### src/rtl/rv_pkg.sv
// Shared RV32I definitions used by the execute and memory stages:
// opcode classes, load/store size encodings and the memory-stage FSM state.
package rv_pkg;

  localparam logic [6:0] OPC_LCC  = 7'b0000011;
  localparam logic [6:0] OPC_SCC  = 7'b0100011;
  localparam logic [6:0] OPC_BCC  = 7'b1100011;
  localparam logic [6:0] OPC_JAL  = 7'b1101111;
  localparam logic [6:0] OPC_JALR = 7'b1100111;

  // funct3[1:0] access size; funct3[2] selects zero-extension on loads
  localparam logic [1:0] SZ_BYTE = 2'b00;
  localparam logic [1:0] SZ_HALF = 2'b01;
  localparam logic [1:0] SZ_WORD = 2'b10;

  typedef enum logic {
    IDLE = 1'b0,
    BUS  = 1'b1
  } mem_state_t;

  function automatic logic is_misaligned(input logic [1:0] size, input logic [1:0] addr_lo);
    logic mis;
    mis = 1'b0;
    if (size == SZ_HALF) mis = addr_lo[0];
    else if (size == SZ_WORD) mis = (addr_lo != 2'b00);
    return mis;
  endfunction

endpackage

### src/rtl/mem_access_if.sv
// Data-bus bundle between the memory stage (master) and the data memory (slave).
interface mem_access_if;
  // Request/acknowledge: the master raises DREQ and keeps DADDR/DWE/DBE/DWDATA
  // stable until a cycle in which the slave returns DACK=1; that cycle completes
  // the access and DRDATA is valid in it. DACK while DREQ=0 carries no meaning.
  logic        DREQ;
  logic [31:0] DADDR;
  logic        DWE;
  logic [3:0]  DBE;
  logic [31:0] DWDATA;
  logic        DACK;
  logic [31:0] DRDATA;

  modport master (output DREQ, DADDR, DWE, DBE, DWDATA, input DACK, DRDATA);
  modport slave  (input DREQ, DADDR, DWE, DBE, DWDATA, output DACK, DRDATA);
endinterface

### src/rtl/mem_align.sv
// Lane steering for the memory stage: byte enables, store replication,
// load extraction with sign/zero extension, and alignment check.
module mem_align
  import rv_pkg::*;
(
  input  logic [2:0]  funct3,
  input  logic [1:0]  addr_lo,
  input  logic [31:0] rs2,
  input  logic [31:0] rdata,
  output logic [3:0]  be,
  output logic [31:0] wdata,
  output logic [31:0] ldata,
  output logic        misalign
);

  logic [7:0]  byte_sel;
  logic [15:0] half_sel;

  assign byte_sel = rdata[{addr_lo, 3'b000} +: 8];
  assign half_sel = rdata[{addr_lo[1], 4'b0000} +: 16];
  assign misalign = is_misaligned(funct3[1:0], addr_lo);

  always_comb begin
    be    = 4'b1111;
    wdata = rs2;
    ldata = rdata;
    case (funct3[1:0])
      SZ_BYTE: begin
        be    = 4'b0001 << addr_lo;
        wdata = {4{rs2[7:0]}};
        ldata = funct3[2] ? {24'b0, byte_sel} : {{24{byte_sel[7]}}, byte_sel};
      end
      SZ_HALF: begin
        be    = 4'b0011 << {addr_lo[1], 1'b0};
        wdata = {2{rs2[15:0]}};
        ldata = funct3[2] ? {16'b0, half_sel} : {{16{half_sel[15]}}, half_sel};
      end
      default: begin
        be    = 4'b1111;
        wdata = rs2;
        ldata = rdata;
      end
    endcase
  end

endmodule

### src/rtl/mem_access.sv
// RV32I memory stage: drives the data bus for loads/stores, stalls while an
// access is outstanding, and registers the MEM-WB writeback bundle.
module mem_access
  import rv_pkg::*;
#(
  parameter int unsigned TIMEOUT = 255
) (
  input  logic        CLK,
  input  logic        RESN,
  input  logic [31:0] EX_MEM_inst,
  input  logic [31:0] EX_MEM_pc,
  input  logic [31:0] EX_MEM_alu,
  input  logic [31:0] EX_MEM_rs2,
  input  logic [4:0]  EX_MEM_rd,
  input  logic        EX_MEM_is_load,
  input  logic        EX_MEM_is_store,
  input  logic        EX_MEM_is_jal,
  input  logic        EX_MEM_is_jalr,
  mem_access_if.master dbus,
  output logic        MEM_HLT,
  output logic [31:0] MEM_WB_inst,
  output logic [31:0] MEM_WB_pc,
  output logic [31:0] MEM_WB_data,
  output logic [4:0]  MEM_WB_rd,
  output logic        MEM_WB_wen,
  output logic        MEM_WB_misalign,
  output logic        MEM_WB_fault,
  output mem_state_t  dbg_state
);

  localparam int CW = ($clog2(TIMEOUT + 1) > 8) ? $clog2(TIMEOUT + 1) : 8;
  // Loaded with TIMEOUT-1 so the counter hits zero in the TIMEOUT-th BUS cycle
  localparam logic [CW-1:0] TO_LOAD = CW'((TIMEOUT == 0) ? 0 : TIMEOUT - 1);
  localparam logic [CW-1:0] CNT_ONE = CW'(1);

  logic [6:0]  opcode;
  logic [2:0]  funct3;
  logic        mem_op;
  logic        aligned_op;
  logic        misalign;
  logic [3:0]  be;
  logic [31:0] wdata;
  logic [31:0] ldata;
  logic        in_bus;
  logic        expire;
  logic        hlt;
  logic        mis_now;

  mem_state_t  state_q, state_d;
  logic [CW-1:0] cnt_q, cnt_d;

  logic [31:0] wb_inst_q, wb_inst_d;
  logic [31:0] wb_pc_q, wb_pc_d;
  logic [31:0] wb_data_q, wb_data_d;
  logic [4:0]  wb_rd_q, wb_rd_d;
  logic        wb_wen_q, wb_wen_d;
  logic        wb_mis_q, wb_mis_d;
  logic        wb_fault_q, wb_fault_d;

  assign opcode     = EX_MEM_inst[6:0];
  assign funct3     = EX_MEM_inst[14:12];
  assign mem_op     = (EX_MEM_inst != 32'd0) && (EX_MEM_is_load || EX_MEM_is_store);
  assign aligned_op = mem_op && !misalign;

  mem_align u_align (
    .funct3   (funct3),
    .addr_lo  (EX_MEM_alu[1:0]),
    .rs2      (EX_MEM_rs2),
    .rdata    (dbus.DRDATA),
    .be       (be),
    .wdata    (wdata),
    .ldata    (ldata),
    .misalign (misalign)
  );

  // Bus outputs are gated by the state flop so reset clears them asynchronously;
  // operands come straight from EX_MEM, which upstream holds during the stall.
  assign in_bus      = (state_q == BUS);
  assign dbus.DREQ   = in_bus;
  assign dbus.DADDR  = in_bus ? {EX_MEM_alu[31:2], 2'b00} : 32'd0;
  assign dbus.DWE    = in_bus && EX_MEM_is_store;
  assign dbus.DBE    = in_bus ? be : 4'b0000;
  assign dbus.DWDATA = in_bus ? wdata : 32'd0;

  assign expire = in_bus && !dbus.DACK && (TIMEOUT != 0) && (cnt_q == '0);

  always_comb begin
    state_d = state_q;
    cnt_d   = cnt_q;
    hlt     = 1'b0;
    case (state_q)
      IDLE: begin
        if (aligned_op) begin
          state_d = BUS;
          cnt_d   = TO_LOAD;
          hlt     = 1'b1;
        end
      end
      BUS: begin
        if (dbus.DACK || expire) begin
          state_d = IDLE;
        end else begin
          hlt = 1'b1;
          if (cnt_q != '0) cnt_d = cnt_q - CNT_ONE;
        end
      end
      default: state_d = IDLE;
    endcase
  end

  always_comb begin
    wb_inst_d  = wb_inst_q;
    wb_pc_d    = wb_pc_q;
    wb_data_d  = wb_data_q;
    wb_rd_d    = wb_rd_q;
    wb_wen_d   = wb_wen_q;
    wb_mis_d   = 1'b0;
    wb_fault_d = 1'b0;
    mis_now    = (state_q == IDLE) && mem_op && misalign;
    if (!hlt) begin
      wb_inst_d  = EX_MEM_inst;
      wb_pc_d    = EX_MEM_pc;
      wb_rd_d    = EX_MEM_rd;
      wb_mis_d   = mis_now;
      wb_fault_d = expire;
      if (mis_now || expire)               wb_data_d = 32'd0;
      else if (mem_op && EX_MEM_is_load)   wb_data_d = ldata;
      else if (EX_MEM_is_jal || EX_MEM_is_jalr) wb_data_d = EX_MEM_pc + 32'd4;
      else                                 wb_data_d = EX_MEM_alu;
      wb_wen_d = (EX_MEM_rd != 5'd0) && (EX_MEM_inst != 32'd0) &&
                 (opcode != OPC_SCC) && (opcode != OPC_BCC) && !mis_now && !expire;
    end
  end

  always_ff @(posedge CLK or negedge RESN) begin
    if (!RESN) begin
      state_q    <= IDLE;
      cnt_q      <= '0;
      wb_inst_q  <= 32'd0;
      wb_pc_q    <= 32'd0;
      wb_data_q  <= 32'd0;
      wb_rd_q    <= 5'd0;
      wb_wen_q   <= 1'b0;
      wb_mis_q   <= 1'b0;
      wb_fault_q <= 1'b0;
    end else begin
      state_q    <= state_d;
      cnt_q      <= cnt_d;
      wb_inst_q  <= wb_inst_d;
      wb_pc_q    <= wb_pc_d;
      wb_data_q  <= wb_data_d;
      wb_rd_q    <= wb_rd_d;
      wb_wen_q   <= wb_wen_d;
      wb_mis_q   <= wb_mis_d;
      wb_fault_q <= wb_fault_d;
    end
  end

  assign MEM_HLT         = hlt;
  assign MEM_WB_inst     = wb_inst_q;
  assign MEM_WB_pc       = wb_pc_q;
  assign MEM_WB_data     = wb_data_q;
  assign MEM_WB_rd       = wb_rd_q;
  assign MEM_WB_wen      = wb_wen_q;
  assign MEM_WB_misalign = wb_mis_q;
  assign MEM_WB_fault    = wb_fault_q;
  assign dbg_state       = state_q;

endmodule

### src/flat_wrapper.sv
// flat-port wrapper written by rule: the top's interface ports become plain ports
module mem_access_flat import rv_pkg::*;
#(
  parameter int unsigned TIMEOUT = 255
)
  (CLK, RESN, EX_MEM_inst, EX_MEM_pc, EX_MEM_alu, EX_MEM_rs2, EX_MEM_rd, EX_MEM_is_load, EX_MEM_is_store, EX_MEM_is_jal, EX_MEM_is_jalr, MEM_HLT, MEM_WB_inst, MEM_WB_pc, MEM_WB_data, MEM_WB_rd, MEM_WB_wen, MEM_WB_misalign, MEM_WB_fault, dbg_state, dbus_DREQ, dbus_DADDR, dbus_DWE, dbus_DBE, dbus_DWDATA, dbus_DACK, dbus_DRDATA);
  mem_access_if dbus_i ();
  input  logic CLK;
  input  logic RESN;
  input  logic [31:0] EX_MEM_inst;
  input  logic [31:0] EX_MEM_pc;
  input  logic [31:0] EX_MEM_alu;
  input  logic [31:0] EX_MEM_rs2;
  input  logic [4:0] EX_MEM_rd;
  input  logic EX_MEM_is_load;
  input  logic EX_MEM_is_store;
  input  logic EX_MEM_is_jal;
  input  logic EX_MEM_is_jalr;
  output logic MEM_HLT;
  output logic [31:0] MEM_WB_inst;
  output logic [31:0] MEM_WB_pc;
  output logic [31:0] MEM_WB_data;
  output logic [4:0] MEM_WB_rd;
  output logic MEM_WB_wen;
  output logic MEM_WB_misalign;
  output logic MEM_WB_fault;
  output mem_state_t dbg_state;
  output wire logic [$bits(dbus_i.DREQ)-1:0] dbus_DREQ;
  output wire logic [$bits(dbus_i.DADDR)-1:0] dbus_DADDR;
  output wire logic [$bits(dbus_i.DWE)-1:0] dbus_DWE;
  output wire logic [$bits(dbus_i.DBE)-1:0] dbus_DBE;
  output wire logic [$bits(dbus_i.DWDATA)-1:0] dbus_DWDATA;
  input wire logic [$bits(dbus_i.DACK)-1:0] dbus_DACK;
  input wire logic [$bits(dbus_i.DRDATA)-1:0] dbus_DRDATA;
  assign dbus_DREQ = dbus_i.DREQ;
  assign dbus_DADDR = dbus_i.DADDR;
  assign dbus_DWE = dbus_i.DWE;
  assign dbus_DBE = dbus_i.DBE;
  assign dbus_DWDATA = dbus_i.DWDATA;
  assign dbus_i.DACK = dbus_DACK;
  assign dbus_i.DRDATA = dbus_DRDATA;
  mem_access #(.TIMEOUT(TIMEOUT)) u_core (.CLK(CLK), .RESN(RESN), .EX_MEM_inst(EX_MEM_inst), .EX_MEM_pc(EX_MEM_pc), .EX_MEM_alu(EX_MEM_alu), .EX_MEM_rs2(EX_MEM_rs2), .EX_MEM_rd(EX_MEM_rd), .EX_MEM_is_load(EX_MEM_is_load), .EX_MEM_is_store(EX_MEM_is_store), .EX_MEM_is_jal(EX_MEM_is_jal), .EX_MEM_is_jalr(EX_MEM_is_jalr), .dbus(dbus_i), .MEM_HLT(MEM_HLT), .MEM_WB_inst(MEM_WB_inst), .MEM_WB_pc(MEM_WB_pc), .MEM_WB_data(MEM_WB_data), .MEM_WB_rd(MEM_WB_rd), .MEM_WB_wen(MEM_WB_wen), .MEM_WB_misalign(MEM_WB_misalign), .MEM_WB_fault(MEM_WB_fault), .dbg_state(dbg_state));
endmodule
### config.mk
export PLATFORM = sky130hd
export DESIGN_NAME = mem_access_flat
export DESIGN_NICKNAME = d
export VERILOG_FILES = /design/src/rtl/rv_pkg.sv /design/src/rtl/mem_access_if.sv /design/src/rtl/mem_align.sv /design/src/rtl/mem_access.sv /design/src/flat_wrapper.sv
export SDC_FILE = /design/constraint.sdc
export NUM_CORES = 1
export LEC_CHECK = 0
export CAP_MARGIN = 30
export CORE_ASPECT_RATIO = 0.75
export CORE_MARGIN = 4
export CORE_UTILIZATION = 42
export DETAILED_ROUTE_END_ITERATION = 16
export GPL_ROUTABILITY_DRIVEN = 0
export PLACE_DENSITY = 0.79
export SKIP_LAST_GASP = 1
export SLEW_MARGIN = 10
export SYNTH_ARGS = -nofsm -noshare
export SYNTH_HDL_FRONTEND = slang
export SYNTH_HIERARCHICAL = 1
export SYNTH_SLANG_ARGS = --single-unit
### constraint.sdc
create_clock -name CLK -period 2.9 [get_ports CLK]
set_input_delay 0.435 -clock CLK [delete_from_list [all_inputs] [get_ports CLK]]
set_output_delay 0.435 -clock CLK [all_outputs]
set_load 0.05 [all_outputs]
==> summary.md, run 1 <==
| Metric | Value |
|---|---|
| Total gr overflow | `0` |
| Internal Power | `5113 uW` |
| Area leader, netlist | `dfrtp_1` |
| CTS Root Cell | `clkbuf_16` |
| Slew Limit Fails | `0` |
| Reg2reg setup slack | `0.50 ns` |
| Routed Antenna Nets | `0` |
| Beginning of the worst register-to-register path | `u_core/dbg_state` |
| TritonCTS clock tree | `done` |
| Cts bufs inserted | `17` |
| Clk_lat worst skew | `0.42 ns` |
| Worst setup path end | `MEM_HLT` |
| Synth Flop Type | `dfrtp_1` |
| Sw Pwr | `between 4000 and 5000 uW` |
| Layout Nets | `1467` |
| Cell Area, Placed | `11540 um^2` |
| Fin. Hold Viols | `0` |
| Leakage | `between 0.005 and 0.006 uW` |
| Drt pass-1 iters | `6` |
| Ports | `around 350` |
| EDFF count, synth | `0` |
| Worst setup startpoint | `EX_MEM_inst[9]` |
| Fmax | `around 350 MHz` |
| Clk buf depth | `2` |
| Final Cycle Share | `98.31%` |
| WS Path Type | `input pin to output pin` |
| Htree depth | `4` |
| Yosys top cell area share | `37.57%` |
| Most Crowded Layer GR | `met2` |
| Status | `finished clean` |
| DRT iter0 DRCs | `771` |
| HPWL Detailed | `23090 um` |
| Largest cells by area after synthesis | `dfrtp_1 38%, nand2_1 14%, and2_1 5.8%` |
| Design area | `12150 um^2` |
| Synth Register Bits | `between 100 and 150` |
| Worst-path clk slew | `0.06 ns` |
| Clock network power share | `22.9%` |
| Slowest stage cell, crit path | `clkdlybuf4s50_1` |
| Count leader, synth | `nand2_1` |
| Crit end category | `output pin` |
| Worst path most repeated cell | `buf_4` |
| Crit start category | `input pin` |
| Via density | `5.452` |
| GR Layer Usage met1 | `36.00%` |
| Clk_skew | `0.01101 ns` |
| Asr flop ratio synth | `100.0%` |
| Post-synth top cells | `288 x nand2_1, 113 x dfrtp_1, 70 x and2_1, 49 x o21ai_0, 42 x nor2_1` |
| Arr. time, crit path | `2.42 ns` |
| Minimum clock period | `around 2.9 ns` |
| Initial antenna violation count | `2` |
| Die ar. | `between 20000 and 25000 um^2` |
| GRT Util Overall | `29.23%` |
| Sequential area share after synthesis | `37.57%` |
| Core Rows | `42` |
| Setup-failing EPs final | `0` |
| # port buffers | `345` |
| Via count | `8429` |
| Synthesized area | `7526 um^2` |
| Die Span Y | `roughly 120 um` |
| Pwr per Cell Area | `776.0 nW/um^2` |
| Vias in the first global route | `8316` |
| First-pass GRT wire length | `between 40000 and 50000 um` |
| Reg power frac | `around a quarter` |
| Avg Cell Area, Syn | `7.872 um^2` |
| Max VDD drop | `0.4636 mV` |
| Initial core utilization | `42.75%` |
| Clk sinks | `between 100 and 150` |
| Max_cap viols | `0` |
| Combinational share of power | `52.7%` |
| Post-synthesis cell type count | `65` |
| Met2 global-route usage | `between 40 and 50%` |
| Hold WC Path Type | `input pin to async pin` |
| Die X | `between 150 and 200 um` |
| Hold_ws | `0.05025 ns` |
| Reg2reg end | `u_core/MEM_WB_data[14]` |
| Cells along the critical path | `clkdlybuf4s50_1 -> nor4_1 -> buf_4 -> nand4_1 -> or3_4 -> a21oi_4 -> inv_4 -> buf_4` |
| Share of layout cells above drive strength 1 | `11.20%` |
| CP peak stage delay | `0.43 ns` |
| Pin count of the biggest net entering global routing | `56` |
| Slew @ Worst Pin | `0.7783 ns` |
| Final WL | `30180 um` |
| Total core area | `17600 um^2` |
| Worst Path Max Fanout | `9` |
| Relative slew slack | `47.92%` |
| Required time worst endpoint | `approximately 2.5 ns` |
| Reg2Reg Depth | `6` |
| Wirelength per Cell | `about 20 um` |
| Grt met3 use | `10.52%` |
| Synth warn | `6` |
| DRC Markers | `0` |
| Area added between synthesis and finish | `61.50%` |
| Post-Synthesis Cells | `~960` |
| Sw frac | `45.79%` |
[layer usage]
| layer | wire length (um) | part of all wire, % |
|---|---|---|
| met1 | 11900 | 39 |
| met2 | 14180 | 47 |
| met3 | 3380 | 11 |
| met5 | 13 | 0.043 |
| met4 | 705 | 2.3 |
[power by group through the flow]
stage | registers [uW] | clock network, uW | logic, uW
2_1_floorplan | 3700 | 0 | 1560
3_3_place_gp | 2290 | 0 | 4920
3_5_place_dp | 2310 | 0 | 4970
4_1_cts | 2290 | 2190 | 4990
5_1_grt | 2350 | 2260 | 5220
6_report | 2290 | 2160 | 4980
[critical path, delay by kind of cell]
family	cells	cell delay, ns
buf+inv	4	0.92
simple gates	3	0.86
compound gates	1	0.20
[placed cells by master, fill, tap and decap left out, drive strengths merged, types with 7 or more instances in the layout]
master / instances
a211oi: 8
a21oi: 11
a221o: 14
a22oi: 8
a31oi: 9
a32o: 15
and2: 70
and3: 7
buf: 89
clkbuf: 18
clkdlybuf4s50: 311
dfrtp: 113
inv: 9
mux2: 11
mux2i: 21
nand2: 288
nand3: 29
nand4: 18
nor2: 42
nor2b: 36
nor4: 12
o21ai: 52
o221ai: 7
o22ai: 17
xor2: 14
[state kept, by name, indices dropped and copies added, names as in the netlist]
register and flops:
u_core/MEM_WB_pc 32, u_core/MEM_WB_misalign 1, u_core/dbg_state 1, u_core/MEM_WB_inst 32
u_core/MEM_WB_rd 5, u_core/MEM_WB_fault 1, u_core/cnt_q 8, u_core/MEM_WB_wen 1
u_core/MEM_WB_data 32
[what timing repair did]
item,CTS,global route
buffers inserted,0,0
hold buffers,0,0
resized for setup,0,2
endpoints found under the setup margin,0,1
[per-stage QoR]
stage,total power [uW],TNS (ns),instances,util [%],setup slack [ns]
floorplan,5264,0,957,-,0.3795
global placement,7217,-0.03838,1515,65.57,-0.03838
detailed placement,7277,-0.1792,1515,65.57,-0.08867
CTS,9470,0,1545,68.96,0.01459
global route,9831,-0.004217,1545,69.03,-0.004217
finish,9431,0,1546,69.04,0.04903
[worst min path at each step]
| stage | from | to | slack [ns] | cells after the start |
|---|---|---|---|---|
| detailed placement | u_core/MEM_WB_pc[31] | u_core/MEM_WB_pc[31] | 0.46 | 2 |
| floorplan | RESN | u_core/MEM_WB_data[0] | 0.14 | 0 |
| global placement | u_core/MEM_WB_inst[30] | u_core/MEM_WB_inst[30] | 0.46 | 2 |
| finish | RESN | u_core/MEM_WB_pc[15] | 0.05 | 1 |
| CTS | RESN | u_core/MEM_WB_pc[14] | 0.07 | 1 |
| global route | RESN | u_core/MEM_WB_pc[10] | 0.11 | 1 |
[logic make-up after synthesis]
| group | share of synthesized area [%] |
|---|---|
| and+or+nand+nor | 33.02 |
| muxes | 4.539 |
| AOI/OAI and AO/OA | 15.76 |
| other | 0.04983 |
| adders and majority gates | 0.4988 |
| DFF | 37.57 |
| xor gates and xnor gates | 2.328 |
| buffers and inverters | 6.234 |
[cell type report]
class,instances,area [um^2]
Multi-Input combinational cell,752,4260
Antenna cell,1,2.502
Fill cell,1450,5450
Clock inverter,12,158.9
Tap cell,242,302.8
Clock buffer,18,439.2
Sequential cell,113,2829
Inverter,8,32.53
Timing Repair Buffer,400,4129
(Power assumes the default switching activity.)
==> run 2, diff against run 1 <==
REMOVE_ABC_BUFFERS = 1   (was default)
==> summary.md, run 2 (synthesized netlist as in run 1, its figures left out) <==
| Metric | Value |
|---|---|
| Status | `finished clean` |
| Vias in the first global route | `8055 (-3.1%)` |
| Reg2reg setup slack | `0.50 ns (about the same)` |
| Crit end category | `output pin` |
| Final core occ | `68.72% (-0.32 points)` |
| Fmax | `351.1 MHz (about the same)` |
| WS Path Type | `input pin to output pin` |
| Die ar. | `20150 um^2 (unchanged)` |
| Minimum clock period | `2.848 ns (-0.002779 ns)` |
| Hold WC Path Type | `input pin to async pin` |
| Worst path most repeated cell | `buf_4` |
| Cell Area, Placed | `11500 um^2 (-0.38%)` |
| Met2 WL | `14140 um (-0.25%)` |
| Share of layout cells above drive strength 1 | `10.98% (-0.22 points)` |
| Setup TNS | `0 ns (unchanged)` |
| Max layer used | `met4` |
| Routed Antenna Nets | `0 (unchanged)` |
| Hold_ws | `0.07206 ns (+0.02181 ns)` |
| Core Rows | `42 (unchanged)` |
| CP peak stage delay | `0.52 ns (+0.09 ns)` |
| Via density | `5.387 (-1.2%)` |
| Arr. time, crit path | `2.41 ns (about the same)` |
| GRT Util Overall | `28.67% (-0.56 points)` |
| Setup repair bufs after CTS | `0 (unchanged)` |
| Clk_skew | `0.01410 ns (+0.003090 ns)` |
| Htree depth | `4 (unchanged)` |
| Setup-failing EPs final | `0 (unchanged)` |
| Total gr overflow | `0 (unchanged)` |
| Pwr per Cell Area | `767.5 nW/um^2 (-1.1%)` |
| TritonCTS clock tree | `done` |
| RSZ-0062 raised after global routing | `yes` |
| Leakage | `0.005230 uW (-0.35%)` |
| Cells along the critical path | `clkdlybuf4s50_1 -> nor4_1 -> buf_4 -> nand2_1 -> or3_4 -> a21oi_4 -> inv_4 -> buf_4` |
| Die X | `162.6 um (unchanged)` |
| Most common cell after layout, fill and taps aside | `clkdlybuf4s50_1` |
| Wirelength per Cell | `19.23 um (-1.5%)` |
| DRC Markers | `0 (unchanged)` |
| Total chip power | `9285 uW (-1.6%)` |
| HPWL Detailed | `22960 um (-0.55%)` |
| Die Span Y | `123.9 um (unchanged)` |
| Total core area | `17600 um^2 (unchanged)` |
| Layout Nets | `1464 (-0.20%)` |
| Design area | `12100 um^2 (-0.46%)` |
| Required time worst endpoint | `2.47 ns (about the same)` |
| Worst-path clk slew | `0.06 ns (about the same)` |
| Initial core utilization | `42.75% (unchanged)` |
| Area added between synthesis and finish | `60.75%` |
| Slew Limit Fails | `0 (unchanged)` |
| Max VDD drop | `0.4269 mV (-7.9%)` |
| Cts bufs inserted | `17 (unchanged)` |
| Slew @ Worst Pin | `0.6981 ns (-0.08018 ns)` |
| Most frequent cells in the layout | `313 x clkdlybuf4s50_1, 288 x nand2_1, 112 x dfrtp_1` |
| Wire length on met1 | `12810 um (+7.7%)` |
| Crit start category | `input pin` |
| Met3 wire length | `2403 um (-29%)` |
| Slowest stage cell, crit path | `clkdlybuf4s50_1` |
| Worst Path Max Fanout | `5 (-4)` |
| # port buffers | `345 (unchanged)` |
| Max_cap viols | `0 (unchanged)` |
| Pin count of the biggest net entering global routing | `62 (+11%)` |
| Via count | `8334 (-1.1%)` |
| Final Cycle Share | `98.21% (about the same)` |
| Relative slew slack | `53.46% (+5.5 points)` |
| Drt pass-1 iters | `5 (-1)` |
| DRT iter0 DRCs | `697 (-9.6%)` |
| Final WL | `29760 um (-1.4%)` |
| Initial antenna violation count | `2 (unchanged)` |
| First-pass GRT wire length | `44960 um (-2.0%)` |
| Ports | `348 (unchanged)` |
| Clk buf depth | `2 (unchanged)` |
| FILL cells | `1471 (+1.4%)` |
| CTS Root Cell | `clkbuf_16` |
| Clk_lat worst skew | `0.42 ns (about the same)` |
| Fin. Hold Viols | `0 (unchanged)` |
| Clk sinks | `113 (unchanged)` |
-- run 2: changes by cell type in the layout (fill, tap and decap cells not counted), sizes merged --
cell           before  now
clkinvlp            5    1
diode               1    3
inv                 9   11
clkdlybuf4s50     311  313
dlygate4sd2         0    1
clkinv              3    9
bufinv              3    1
buf                89   83
-- run 2: worst paths after layout --
check,startpoint,endpoint,cells after the start
worst max-delay path,EX_MEM_inst[12],MEM_HLT,8
max in group asynchronous,RESN,u_core/MEM_WB_pc[9],2
worst max register to register,u_core/dbg_state,u_core/cnt_q[2],9
worst min-delay path,RESN,u_core/MEM_WB_pc[19],1
worst min register to register,u_core/MEM_WB_inst[31],u_core/MEM_WB_inst[31],2
min in group CLK,EX_MEM_inst[13],u_core/MEM_WB_inst[13],3
-- run 2: layout make-up --
type                    instances  area (um^2)  share of cell area, %
diodes                          3        7.507                0.06205
repair buffers                397         4075                  33.68
flip-flops and latches        113         2829                  23.38
clock inverters                14        131.4                  1.086
inverters                       8        32.53                 0.2689
multi-input cells             752         4280                  35.38
clock buffers                  18        439.2                  3.630
well taps                     242        302.8                  2.503
-- run 2: power breakdown --
group	total [uW]	switching, uW	internal [uW]
registers	2290	282	2010
clock network	2030	816	1210
logic	4970	3220	1750
total	9290	4320	4960
-- run 2: worst max-delay path: cells and delay by family --
| family | cells | cell delay [ns] |
|---|---|---|
| buffers and inverters | 4 | 0.96 |
| AND/OR/NAND/NOR | 3 | 0.83 |
| AO/OA/AOI/OAI | 1 | 0.19 |
-- run 2: repair_timing --
action | CTS | global route
hold buffers | 0 | 0
endpoints found under the setup margin | 1 | 9
pin swaps | 0 | 1
gates resized for setup | 2 | 3
-- run 2: per-layer routing --
metal	vias up	track usage (%)
met4	0	7.596
met5	-	0
met1	3994	37.91
met2	355	46.85
met3	29	8.071
li1	3956	-
-- run 2: metrics by stage --
step | instances | setup slack, ns
floorplan | 873 | -1.882
global placement | 1512 | 0.006376
detailed placement | 1512 | -0.04420
CTS | 1544 | 0.03077
global route | 1546 | -0.08818
finish | 1547 | 0.05181
